<file path="src/rtl/mem_port_requester_if.sv">
// Bundles the request/response streams and the memory-port signals of mem_port_requester.
// master: the requester side; slave: the environment (client plus memory).
interface mem_port_requester_if #(
  parameter int unsigned WIDTH    = 32,
  parameter int unsigned IDX_SIZE = 4
);
  logic                req_val;
  logic                req_rdy;
  logic                req_we;
  logic [IDX_SIZE-1:0] req_addr;
  logic [WIDTH-1:0]    req_wdata;

  logic                resp_val;
  logic                resp_rdy;
  logic                resp_we;
  logic [WIDTH-1:0]    resp_rdata;

  logic                mem_en;
  logic                mem_we;
  logic [IDX_SIZE-1:0] mem_addr;
  logic [WIDTH-1:0]    mem_wdata;
  logic                mem_done;
  logic [WIDTH-1:0]    mem_rdata;

  modport master (
    input  req_val, req_we, req_addr, req_wdata, resp_rdy, mem_done, mem_rdata,
    output req_rdy, resp_val, resp_we, resp_rdata, mem_en, mem_we, mem_addr, mem_wdata
  );

  modport slave (
    output req_val, req_we, req_addr, req_wdata, resp_rdy, mem_done, mem_rdata,
    input  req_rdy, resp_val, resp_we, resp_rdata, mem_en, mem_we, mem_addr, mem_wdata
  );
endinterface

</file>
<file path="src/rtl/mem_port_requester.sv">
// Initiator adapter for one port of a fixed-latency memory: issues requests, tracks them,
// captures read data at the fixed latency and returns in-order responses via a credited FIFO.
module mem_port_requester #(
  parameter int unsigned WIDTH    = 32,
  parameter int unsigned IDX_SIZE = 4,
  parameter int unsigned LATENCY  = 5,
  parameter int unsigned DEPTH    = 8
) (
  input  logic                  clk,
  input  logic                  reset,
  mem_port_requester_if.master  bus,
  output logic                  err
);

  localparam int unsigned PtrW = (DEPTH > 1) ? $clog2(DEPTH) : 1;
  localparam int unsigned CntW = $clog2(DEPTH + 1);
  localparam int unsigned OccW = $clog2(LATENCY + DEPTH + 1);

  // Tracking pipeline: index k holds stage k+1.
  logic [LATENCY-1:0]  st_val_q, st_val_d;
  logic [LATENCY-1:0]  st_we_q, st_we_d;
  logic [IDX_SIZE-1:0] st_addr_q [LATENCY];
  logic [IDX_SIZE-1:0] st_addr_d [LATENCY];

  logic [WIDTH:0]      fifo_q [DEPTH];
  logic [PtrW-1:0]     wr_ptr_q, wr_ptr_d, rd_ptr_q, rd_ptr_d;
  logic [CntW-1:0]     cnt_q, cnt_d;

  logic                err_q, err_d;
  logic                check_en_q;

  logic                req_rdy, fire, credit_ok, raw_hit, hazard;
  logic                push, pop, resp_val;
  logic [OccW-1:0]     occ;
  logic [WIDTH:0]      push_entry;

  function automatic logic [PtrW-1:0] ptr_inc(input logic [PtrW-1:0] p);
    return (p == PtrW'(DEPTH - 1)) ? '0 : p + 1'b1;
  endfunction

  always_comb begin
    occ = OccW'(cnt_q);
    for (int k = 0; k < int'(LATENCY); k++) begin
      occ = occ + OccW'(st_val_q[k]);
    end
  end

  // Last stage is excluded: its write has already committed by the time a read could sample.
  always_comb begin
    raw_hit = 1'b0;
    for (int k = 0; k < int'(LATENCY) - 1; k++) begin
      if (st_val_q[k] && st_we_q[k] && (st_addr_q[k] == bus.req_addr)) begin
        raw_hit = 1'b1;
      end
    end
  end

  assign credit_ok = occ < OccW'(DEPTH);
  assign hazard    = !bus.req_we && raw_hit;
  assign req_rdy   = !reset && credit_ok && !hazard;
  assign fire      = bus.req_val && req_rdy;

  assign bus.req_rdy   = req_rdy;
  assign bus.mem_en    = fire;
  assign bus.mem_we    = fire && bus.req_we;
  assign bus.mem_addr  = bus.req_addr;
  assign bus.mem_wdata = bus.req_wdata;

  always_comb begin
    st_val_d     = {st_val_q[LATENCY-2:0], fire};
    st_we_d      = {st_we_q[LATENCY-2:0], bus.req_we};
    st_addr_d[0] = bus.req_addr;
    for (int k = 1; k < int'(LATENCY); k++) begin
      st_addr_d[k] = st_addr_q[k-1];
    end
  end

  assign push       = st_val_q[LATENCY-1];
  assign push_entry = {st_we_q[LATENCY-1],
                       st_we_q[LATENCY-1] ? {WIDTH{1'b0}} : bus.mem_rdata};
  assign resp_val   = !reset && (cnt_q != '0);
  assign pop        = resp_val && bus.resp_rdy;

  assign bus.resp_val   = resp_val;
  assign bus.resp_we    = fifo_q[rd_ptr_q][WIDTH];
  assign bus.resp_rdata = fifo_q[rd_ptr_q][WIDTH-1:0];

  always_comb begin
    wr_ptr_d = push ? ptr_inc(wr_ptr_q) : wr_ptr_q;
    rd_ptr_d = pop  ? ptr_inc(rd_ptr_q) : rd_ptr_q;
    cnt_d    = cnt_q;
    case ({push, pop})
      2'b10:   cnt_d = cnt_q + 1'b1;
      2'b01:   cnt_d = cnt_q - 1'b1;
      default: cnt_d = cnt_q;
    endcase
  end

  assign err_d = err_q || (check_en_q && (bus.mem_done != st_val_q[0]));
  assign err   = err_q && !reset;

  always_ff @(posedge clk) begin
    if (reset) begin
      st_val_q   <= '0;
      wr_ptr_q   <= '0;
      rd_ptr_q   <= '0;
      cnt_q      <= '0;
      err_q      <= 1'b0;
      check_en_q <= 1'b0;
    end else begin
      st_val_q   <= st_val_d;
      wr_ptr_q   <= wr_ptr_d;
      rd_ptr_q   <= rd_ptr_d;
      cnt_q      <= cnt_d;
      err_q      <= err_d;
      check_en_q <= 1'b1;
    end
  end

  always_ff @(posedge clk) begin
    st_we_q   <= st_we_d;
    st_addr_q <= st_addr_d;
  end

  always_ff @(posedge clk) begin
    if (push) begin
      fifo_q[wr_ptr_q] <= push_entry;
    end
  end

endmodule

</file>
<file path="src/flat_wrapper.sv">
// flat-port wrapper written by rule: the top's interface ports become plain ports
module mem_port_requester_flat 
#(
  parameter int unsigned WIDTH    = 32,
  parameter int unsigned IDX_SIZE = 4,
  parameter int unsigned LATENCY  = 5,
  parameter int unsigned DEPTH    = 8
)
  (clk, reset, err, bus_req_val, bus_req_we, bus_req_addr, bus_req_wdata, bus_resp_rdy, bus_mem_done, bus_mem_rdata, bus_req_rdy, bus_resp_val, bus_resp_we, bus_resp_rdata, bus_mem_en, bus_mem_we, bus_mem_addr, bus_mem_wdata);
  mem_port_requester_if #(.WIDTH(WIDTH), .IDX_SIZE(IDX_SIZE)) bus_i ();
  input  logic clk;
  input  logic reset;
  output logic err;
  input wire logic [$bits(bus_i.req_val)-1:0] bus_req_val;
  input wire logic [$bits(bus_i.req_we)-1:0] bus_req_we;
  input wire logic [$bits(bus_i.req_addr)-1:0] bus_req_addr;
  input wire logic [$bits(bus_i.req_wdata)-1:0] bus_req_wdata;
  input wire logic [$bits(bus_i.resp_rdy)-1:0] bus_resp_rdy;
  input wire logic [$bits(bus_i.mem_done)-1:0] bus_mem_done;
  input wire logic [$bits(bus_i.mem_rdata)-1:0] bus_mem_rdata;
  output wire logic [$bits(bus_i.req_rdy)-1:0] bus_req_rdy;
  output wire logic [$bits(bus_i.resp_val)-1:0] bus_resp_val;
  output wire logic [$bits(bus_i.resp_we)-1:0] bus_resp_we;
  output wire logic [$bits(bus_i.resp_rdata)-1:0] bus_resp_rdata;
  output wire logic [$bits(bus_i.mem_en)-1:0] bus_mem_en;
  output wire logic [$bits(bus_i.mem_we)-1:0] bus_mem_we;
  output wire logic [$bits(bus_i.mem_addr)-1:0] bus_mem_addr;
  output wire logic [$bits(bus_i.mem_wdata)-1:0] bus_mem_wdata;
  assign bus_i.req_val = bus_req_val;
  assign bus_i.req_we = bus_req_we;
  assign bus_i.req_addr = bus_req_addr;
  assign bus_i.req_wdata = bus_req_wdata;
  assign bus_i.resp_rdy = bus_resp_rdy;
  assign bus_i.mem_done = bus_mem_done;
  assign bus_i.mem_rdata = bus_mem_rdata;
  assign bus_req_rdy = bus_i.req_rdy;
  assign bus_resp_val = bus_i.resp_val;
  assign bus_resp_we = bus_i.resp_we;
  assign bus_resp_rdata = bus_i.resp_rdata;
  assign bus_mem_en = bus_i.mem_en;
  assign bus_mem_we = bus_i.mem_we;
  assign bus_mem_addr = bus_i.mem_addr;
  assign bus_mem_wdata = bus_i.mem_wdata;
  mem_port_requester #(.WIDTH(WIDTH), .IDX_SIZE(IDX_SIZE), .LATENCY(LATENCY), .DEPTH(DEPTH)) u_core (.clk(clk), .reset(reset), .bus(bus_i), .err(err));
endmodule
</file>
<file path="config.mk">
export PLATFORM = sky130hd
export DESIGN_NAME = mem_port_requester_flat
export DESIGN_NICKNAME = d
export VERILOG_FILES = /design/src/rtl/mem_port_requester_if.sv /design/src/rtl/mem_port_requester.sv /design/src/flat_wrapper.sv
export SDC_FILE = /design/constraint.sdc
export NUM_CORES = 1
export LEC_CHECK = 0
export ABC_AREA = 1
export CAP_MARGIN = 40
export CELL_PAD_IN_SITES_DETAIL_PLACEMENT = 1
export CELL_PAD_IN_SITES_GLOBAL_PLACEMENT = 1
export CORE_ASPECT_RATIO = 1.5
export CORE_MARGIN = 2
export CORE_UTILIZATION = 36
export CTS_CLUSTER_DIAMETER = 120
export DETAILED_ROUTE_END_ITERATION = 10
export MAX_ROUTING_LAYER = met4
export PLACE_DENSITY = 0.64
export SLEW_MARGIN = 30
export SYNTH_ARGS = -nofsm -noshare
export SYNTH_HDL_FRONTEND = slang
export SYNTH_SLANG_ARGS = --single-unit
</file>
<file path="constraint.sdc">
create_clock -name clk -period 4 [get_ports clk]
set_clock_uncertainty 0.2 [all_clocks]
set_input_delay 0.8 -clock clk [delete_from_list [all_inputs] [get_ports clk]]
set_output_delay 0.8 -clock clk [all_outputs]
set_load 0.01 [all_outputs]
</file>
==> impl_metrics.py, run 1 <==
metrics = {
    "logic_synthesis": {
        "synth.area.top_cells": "edfxtp_1, nor2_1, dfxtp_1",
        "synth_cell_types": 31,
        "ys_seq_elements": 305,
        "synth_simple_gate_area_share_pct": 11.0,
        "synth_nets": 1151,
        "syn_inst": 1064,
        "synthAdderAreaFrac_pct": 1.49,
        "synth_top_family_by_area": "simple AND/OR/NAND/NOR gates",
        "yosys.area.top_type": "edfxtp_1",
        "synth_warnings": 0,
        "yosysSeqAreaShare_pct": 70.3,
        "syn_avg_cell_area_sq_um": 11.7,
        "yosysTopAreaCellShare_pct": 63.7,
        "netlist_area_sq_mm": 0.0125,
        "synth_mux_area_share_pct": 0,
        "synth_compound_area_share_pct": 9.80,
        "synth_xor_area_share_pct": 0.0703,
    },
    "timing": {
        "hold_viol_final": 0,
        "rsz0062_at_grt": "false",
        "min_period_ns": 3.79,
        "worst_pin_slew_ns": 0.737,
        "setup_ws_ns": 0.207,
        "slew_headroom_pct": 50.7,
        "max_freq_mhz": 264,
        "slew_viol_final": 0,
        "setup-violations-final": 0,
        "finalCritPeriodShare_pct": 94.8,
    },
    "global_route": {
        "antenna_found_initial": 0,
        "grt_use_total_pct": 17.0,
        "grt_pass1_wl_microns": 46700,
        "grt_max_degree": 67,
        "overflow": 0,
        "grt_pass1_vias": 8451,
    },
    "detailed_routing": {
        "via_per_inst": 5.11,
        "drtPass1Iterations": 5,
        "drt_wl_total_microns": 29700,
        "postRouteAntennaNets": 0,
        "avgRoutedWirePerCell_microns": 19.0,
        "drcViolationCount": 0,
        "drtIter0Drc": 463,
        "num_vias": 7973,
    },
    "clock_network": {
        "clk_latency_ns": 0.56,
        "cts-root-buf": "clkbuf_16",
        "cts_tree": "built",
        "ctsLongestPathBuffers": 3,
        "htree_levels": 1,
        "clk_pin_slew_ns": 0.06,
        "cts_buffers": 29,
        "postCtsSetupBuffers": 0,
        "clock-sinks": 305,
    },
    "placed_design": {
        "routabilityCongestion": 0.820,
        "post-place-ws_ns": 0.166,
        "dp_hpwl_microns": 17000,
        "placed_area_sq_mm": 0.0136,
        "port_buffers": 83,
        "placedCellCount": 1507,
    },
    "run_status": {
        "outcome": "completed",
    },
    "power_and_ir_drop": {
        "leakage_uw": 0.00523,
        "power_uw": 6740,
        "powerDensity_mw_per_mm2": 462,
        "max-vdd-ir-drop_mv": 0.341,
    },
    "final_layout": {
        "antenna_cells": 0,
        "area_growth_pct": 17.2,
        "final_core_util_pct": 42.7,
        "final_layout_size_suffix_gt1_share_pct": 8.54,
        "fin_nets": 1200,
        "stdcell_count": 1561,
        "stdcell_area_sq_mm": 0.0146,
    },
    "floorplanning": {
        "die_area_sq_mm": 0.0361,
        "core_area_sq_mm": 0.0342,
        "dieWidth_microns": 156,
        "ios": 148,
        "fp-row-count": 83,
        "start_util_pct": 36.4,
        "dieHeight_microns": 232,
    },
    "critical_path": {
        "reg2reg_depth": 4,
        "crit_fanout": 3,
        "critPathArrivalTime_ns": 2.79,
        "crit_required_ns": 3.00,
        "startpoint_type": "flop",
        "crit_path_end_kind": "output pin",
        "path_class": "reg2out",
    },
    "job": {
        "maxCapViolations": 0,
    },
    "hold_path": {
        "holdPathStages": 0,
        "min_path_type": "reg2reg",
    },
}
path summary, 6_finish.rpt:
| check | end | startpoint | slack, ns |
|---|---|---|---|
| worst min register to register | u_core.st_addr_d[4] | u_core.st_addr_d[8] | 0.15 |
| worst max-delay path | bus_mem_we | u_core.st_val_q[2] | 0.21 |
| worst min-delay path | u_core.st_addr_d[4] | u_core.st_addr_d[8] | 0.15 |
| worst max register to register | u_core.fifo_q[6][22] | u_core.st_val_q[4] | 1.56 |
cells in the final DEF, fill, tap and decap left out, drive strengths merged, types with 2 or more instances in the layout:
cell	n
a21oi	13
a31oi	33
buf	26
bufinv	6
clkbuf	41
clkdlybuf4s50	80
clkinv	4
clkinvlp	5
dfxtp	41
edfxtp	264
fa	3
ha	10
inv	71
nand2	52
nand3	10
nand4	2
nor2	292
o21ai	143
o22ai	33
state kept, by name, indices dropped and copies added (netlist names), named ones only:
signal             cells
u_core.fifo_q        264
u_core.st_addr_d      16
u_core.st_val_q        5
u_core.st_we_q         5
u_core.cnt_q           4
u_core.rd_ptr_q        3
u_core.wr_ptr_q        3
u_core.check_en_q      1
u_core.err_q           1
critical path, stage by stage, from the launching register on:
cell     delay (ns)
dfxtp_2        0.34
fa_1           0.51
fa_2           0.39
ha_1           0.20
a21oi_2        0.14
nand2_1        0.09
a21oi_2        0.11
o21a_1         0.15
nand3_2        0.09
nor2_1         0.09
buf_2          0.13
layout make-up:
cell class	instances	area (sq um)
repair buffers	108	1140
multi-input cells	598	2860
clock buffers	39	783
fillers	3567	19600
well taps	425	532
flip-flops and latches	305	8760
clock inverters	15	245
inverters	71	272
routing by layer:
metal	track usage, %	part of all wire, %
met3	2.46	4.0
met4	5.30	2.4
met2	29.8	51
met1	20.2	42
met5	-	0
report_power, final:
group / internal [uW] / switching [uW] / leakage [uW]
logic: 115 / 157 / 0.00200
clock network: 1770 / 1200 / 0.000483
registers: 3470 / 25.2 / 0.00275
total: 5350 / 1380 / 0.00523
cell families (layout without fill, tap and decap cells):
group           count (synthesis)  after routing
buf+inv                       161            233
compound gates                225            225
xor+xnor                        1              1
simple gates                  359            359
flops                         305            305
fa+ha+maj                      13             13
cells in the mapped netlist, drive strengths merged:
cell type and count:
buf 71, and2 1, o31ai 1, inv 70
ha 10, o21ai 143, edfxtp 264, o211ai 1
nand3 10, dfxtp 41, xnor2 1, o22ai 33
o21a 1, or2 1, nand2 52, clkinv 1
a21oi 13, nand4 2, a31oi 33, nor3 1
nor2 292, fa 3, clkbuf 19
metrics by stage:
stage | hold WS (ns) | TNS (ns)
CTS | 0.154 | -0.0191
global placement | 0.135 | 0
global route | 0.164 | 0
detailed placement | 0.140 | 0
finish | 0.152 | 0
floorplan | 0.131 | 0
repair_timing:
item,CTS,global route
setup endpoints to repair,3,3
resized for setup,9,9
hold buffers,0,0
pin swaps,1,1
hold endpoints to repair,0,0
(Power assumes the default switching activity.)
==> inputs of run 2 (changes only) <==
ABC_AREA = not set   (was 1)
ABC_CLOCK_PERIOD_IN_PS = 4000   (was not set)
CTS_CLUSTER_SIZE = 40   (was not set)
PLACE_DENSITY = 0.61   (was 0.64)
==> impl_metrics.py, run 2 <==
metrics = {
    "logic_synthesis": {
        "synth_nets": 689,
        "yosysSeqAreaShare_pct": 73.2,
        "yosysTopAreaCellShare_pct": 66.3,
        "synth_compound_area_share_pct": 0.701,
        "syn_inst": 602,
        "synth_cell_types": 32,
        "synth_xor_area_share_pct": 1.54,
        "synth_mux_area_share_pct": 15.7,
        "synth_warnings": 0,
        "synth_edf_count": 264,
        "ys_seq_elements": 305,
        "synth_top_family_by_area": "multiplexers",
        "yosys.area.top_type": "edfxtp_1",
        "synth_simple_gate_area_share_pct": 3.77,
        "synthAdderAreaFrac_pct": 1.55,
        "netlist_area_sq_mm": 0.0120,
        "synth-async-reset-ratio_pct": 0,
        "synth.area.top_cells": "edfxtp_1, mux4_2, dfxtp_1",
        "synthFlopType": "edfxtp_1",
        "synth.top_cells.by_count": "edfxtp_1, mux4_2, dfxtp_1",
        "syn_avg_cell_area_sq_um": 19.9,
        "yosysMostFrequentCell": "edfxtp_1",
    },
    "final_layout": {
        "final_cell_mix": "edfxtp_1, clkdlybuf4s50_1, mux4_2",
        "fillers": 3101,
        "mostFrequentLayoutCell": "edfxtp_1",
        "fin_nets": 757,
        "multi_input_area_sq_mm": 0.00288,
        "regArea_sq_mm": 0.00877,
        "largest_reg_flops": 264,
        "area_growth_pct": 13.8,
        "regMostFlops": "u_core.fifo_q",
        "final_core_util_pct": 41.7,
        "stdcell_count": 1088,
        "final_layout_size_suffix_gt1_share_pct": 24.7,
    },
    "global_route": {
        "grt_use_total_pct": 14.6,
        "grt_max_degree": 42,
        "antenna_found_initial": 1,
        "grt_pass1_wl_microns": 37700,
        "overflow": 0,
        "grt_pass1_vias": 6326,
    },
    "detailed_routing": {
        "drt_wl_total_microns": 24500,
        "num_vias": 5473,
        "drcViolationCount": 0,
        "postRouteAntennaNets": 0,
        "drtPass1Iterations": 4,
        "drtIter0Drc": 351,
        "via_per_inst": 5.03,
        "avgRoutedWirePerCell_microns": 22.5,
    },
    "critical_path": {
        "crit_path_end_kind": "output pin",
        "crit_slowest_cell": "fa_1",
        "cp_slowest_stage_delay_ns": 0.52,
        "path_class": "reg2out",
        "worst-path-buf-inv": 1,
        "r2r-start": "u_core.cnt_q[0]",
        "rrSetupSlack_ns": 1.15,
        "crit_family": "adder cells",
        "startpoint": "u_core.cnt_q[0]",
        "crit_fanout": 3,
        "crit_required_ns": 3.00,
        "reg2reg_depth": 11,
        "critPathArrivalTime_ns": 2.93,
        "r2r-end": "u_core.cnt_q[3]",
        "path_cells": "fa_1, fa_2, ha_4, a31o_4, a21oi_4, xnor2_2, nor2_2, and3_1, buf_2",
        "startpoint_type": "flop",
        "path_depth": 9,
    },
    "timing": {
        "min_period_ns": 3.93,
        "hold_viol_final": 0,
        "max_freq_mhz": 254,
        "rsz0062_at_grt": "true",
        "setup-violations-final": 0,
        "slew_headroom_pct": 53.1,
        "finalCritPeriodShare_pct": 98.4,
        "worst_pin_slew_ns": 0.702,
        "slew_viol_final": 0,
    },
    "floorplanning": {
        "die_area_sq_mm": 0.0347,
        "core_area_sq_mm": 0.0326,
        "dieWidth_microns": 153,
        "fp-row-count": 81,
        "dieHeight_microns": 227,
        "ios": 148,
        "start_util_pct": 36.6,
    },
    "power_and_ir_drop": {
        "net-switching-power_uw": 998,
        "power_uw": 5080,
        "switching_share_pct": 19.6,
        "combPwrFrac_pct": 3.4,
        "seq_power_share_pct": 68.6,
        "powerDensity_mw_per_mm2": 374,
        "max-vdd-ir-drop_mv": 0.333,
        "p_int_uw": 4080,
        "pwr-share-clk_pct": 28.0,
        "leakage_uw": 0.00426,
    },
    "clock_network": {
        "cts_buffers": 11,
        "clk_latency_ns": 0.50,
        "clk_pin_slew_ns": 0.15,
        "htree_levels": 1,
        "cts_tree": "built",
        "ctsLongestPathBuffers": 3,
        "cts-root-buf": "clkbuf_16",
        "clock-sinks": 305,
    },
    "run_status": {
        "outcome": "completed",
    },
    "hold_path": {
        "hold_end": "u_core.st_we_q[3]",
        "min_path_type": "reg2reg",
        "holdPathStages": 0,
        "hp-start": "u_core.st_we_q[2]",
    },
    "placed_design": {
        "dp_hpwl_microns": 14800,
        "routabilityCongestion": 0.729,
        "placedCellCount": 1061,
        "port_buffers": 83,
    },
    "job": {
        "maxCapViolations": 0,
    },
}
[run 2: cell count changes after synthesis, sizes merged, moves of 33 or more]
cell,previous run,this run
nor2,292,20
o21ai,143,3
mux4,0,66
inv,70,5
nand2,52,6
nor2b,0,37
a31oi,33,0
mux2,0,33
o22ai,33,0
[run 2: metrics by stage]
stage | setup WS, ns | hold slack, ns | instance area, sq um | setup TNS [ns]
after floorplan | 0.485 | 0.130 | 12000 | 0
after global placement | 0.0677 | 0.150 | 13200 | 0
after detailed placement | 0.0340 | 0.149 | 13200 | 0
after CTS | 0.0110 | 0.172 | 13500 | 0
after global routing | -0.0407 | 0.177 | 13600 | -0.0804
final | 0.0659 | 0.167 | 13600 | 0
[run 2: cells by family (layout without fill, tap and decap cells)]
family,Yosys count,in the layout
flip-flops,305,305
AND/OR/NAND/NOR,83,83
other,0,1
buffers and inverters,65,135
AO/OA/AOI/OAI,14,14
adder cells (fa/ha/maj),13,13
XOR/XNOR,21,21
multiplexers,101,101
[run 2: cell type report]
cell class / count / area share, %
multi-input combinational: 232 / 21.2
timing repair buffer: 115 / 8.13
sequential: 305 / 64.5
tap: 415 / 3.82
antenna: 1 / 0.0184
inverter: 5 / 0.138
clock buffer: 14 / 2.11
clock inverter: 1 / 0.120
[run 2: worst max-delay path by stage]
stage | endpoint | slack, ns
2_1_floorplan | u_core.fifo_q[0][0] | 0.49
3_3_place_gp | bus_mem_en | 0.07
3_5_place_dp | bus_mem_en | 0.03
4_1_cts | bus_mem_we | 0.01
5_1_grt | bus_mem_en | -0.04
6_report | bus_mem_we | 0.07
[run 2: routing by layer]
metal	wire (microns)	track usage [%]	vias up
met1	10200	17.4	2900
met5	0	-	-
met3	983	2.13	27
li1	-	-	2436
met2	13000	26.6	110
met4	332	2.63	0
[run 2: repair_timing]
action / in CTS / in global routing
pin swaps: 5 / 8
gates resized for setup: 14 / 8
hold buffers: 0 / 0
setup buffers: 1 / 10
endpoints found under the setup margin: 3 / 5
[run 2: power by group through the flow]
stage | Combinational (uW) | Clock [uW] | Sequential [uW]
floorplan | 121 | 0 | 3540
global placement | 163 | 0 | 3560
detailed placement | 171 | 0 | 3560
CTS | 172 | 1470 | 3490
global route | 190 | 1550 | 3490
finish | 173 | 1420 | 3480
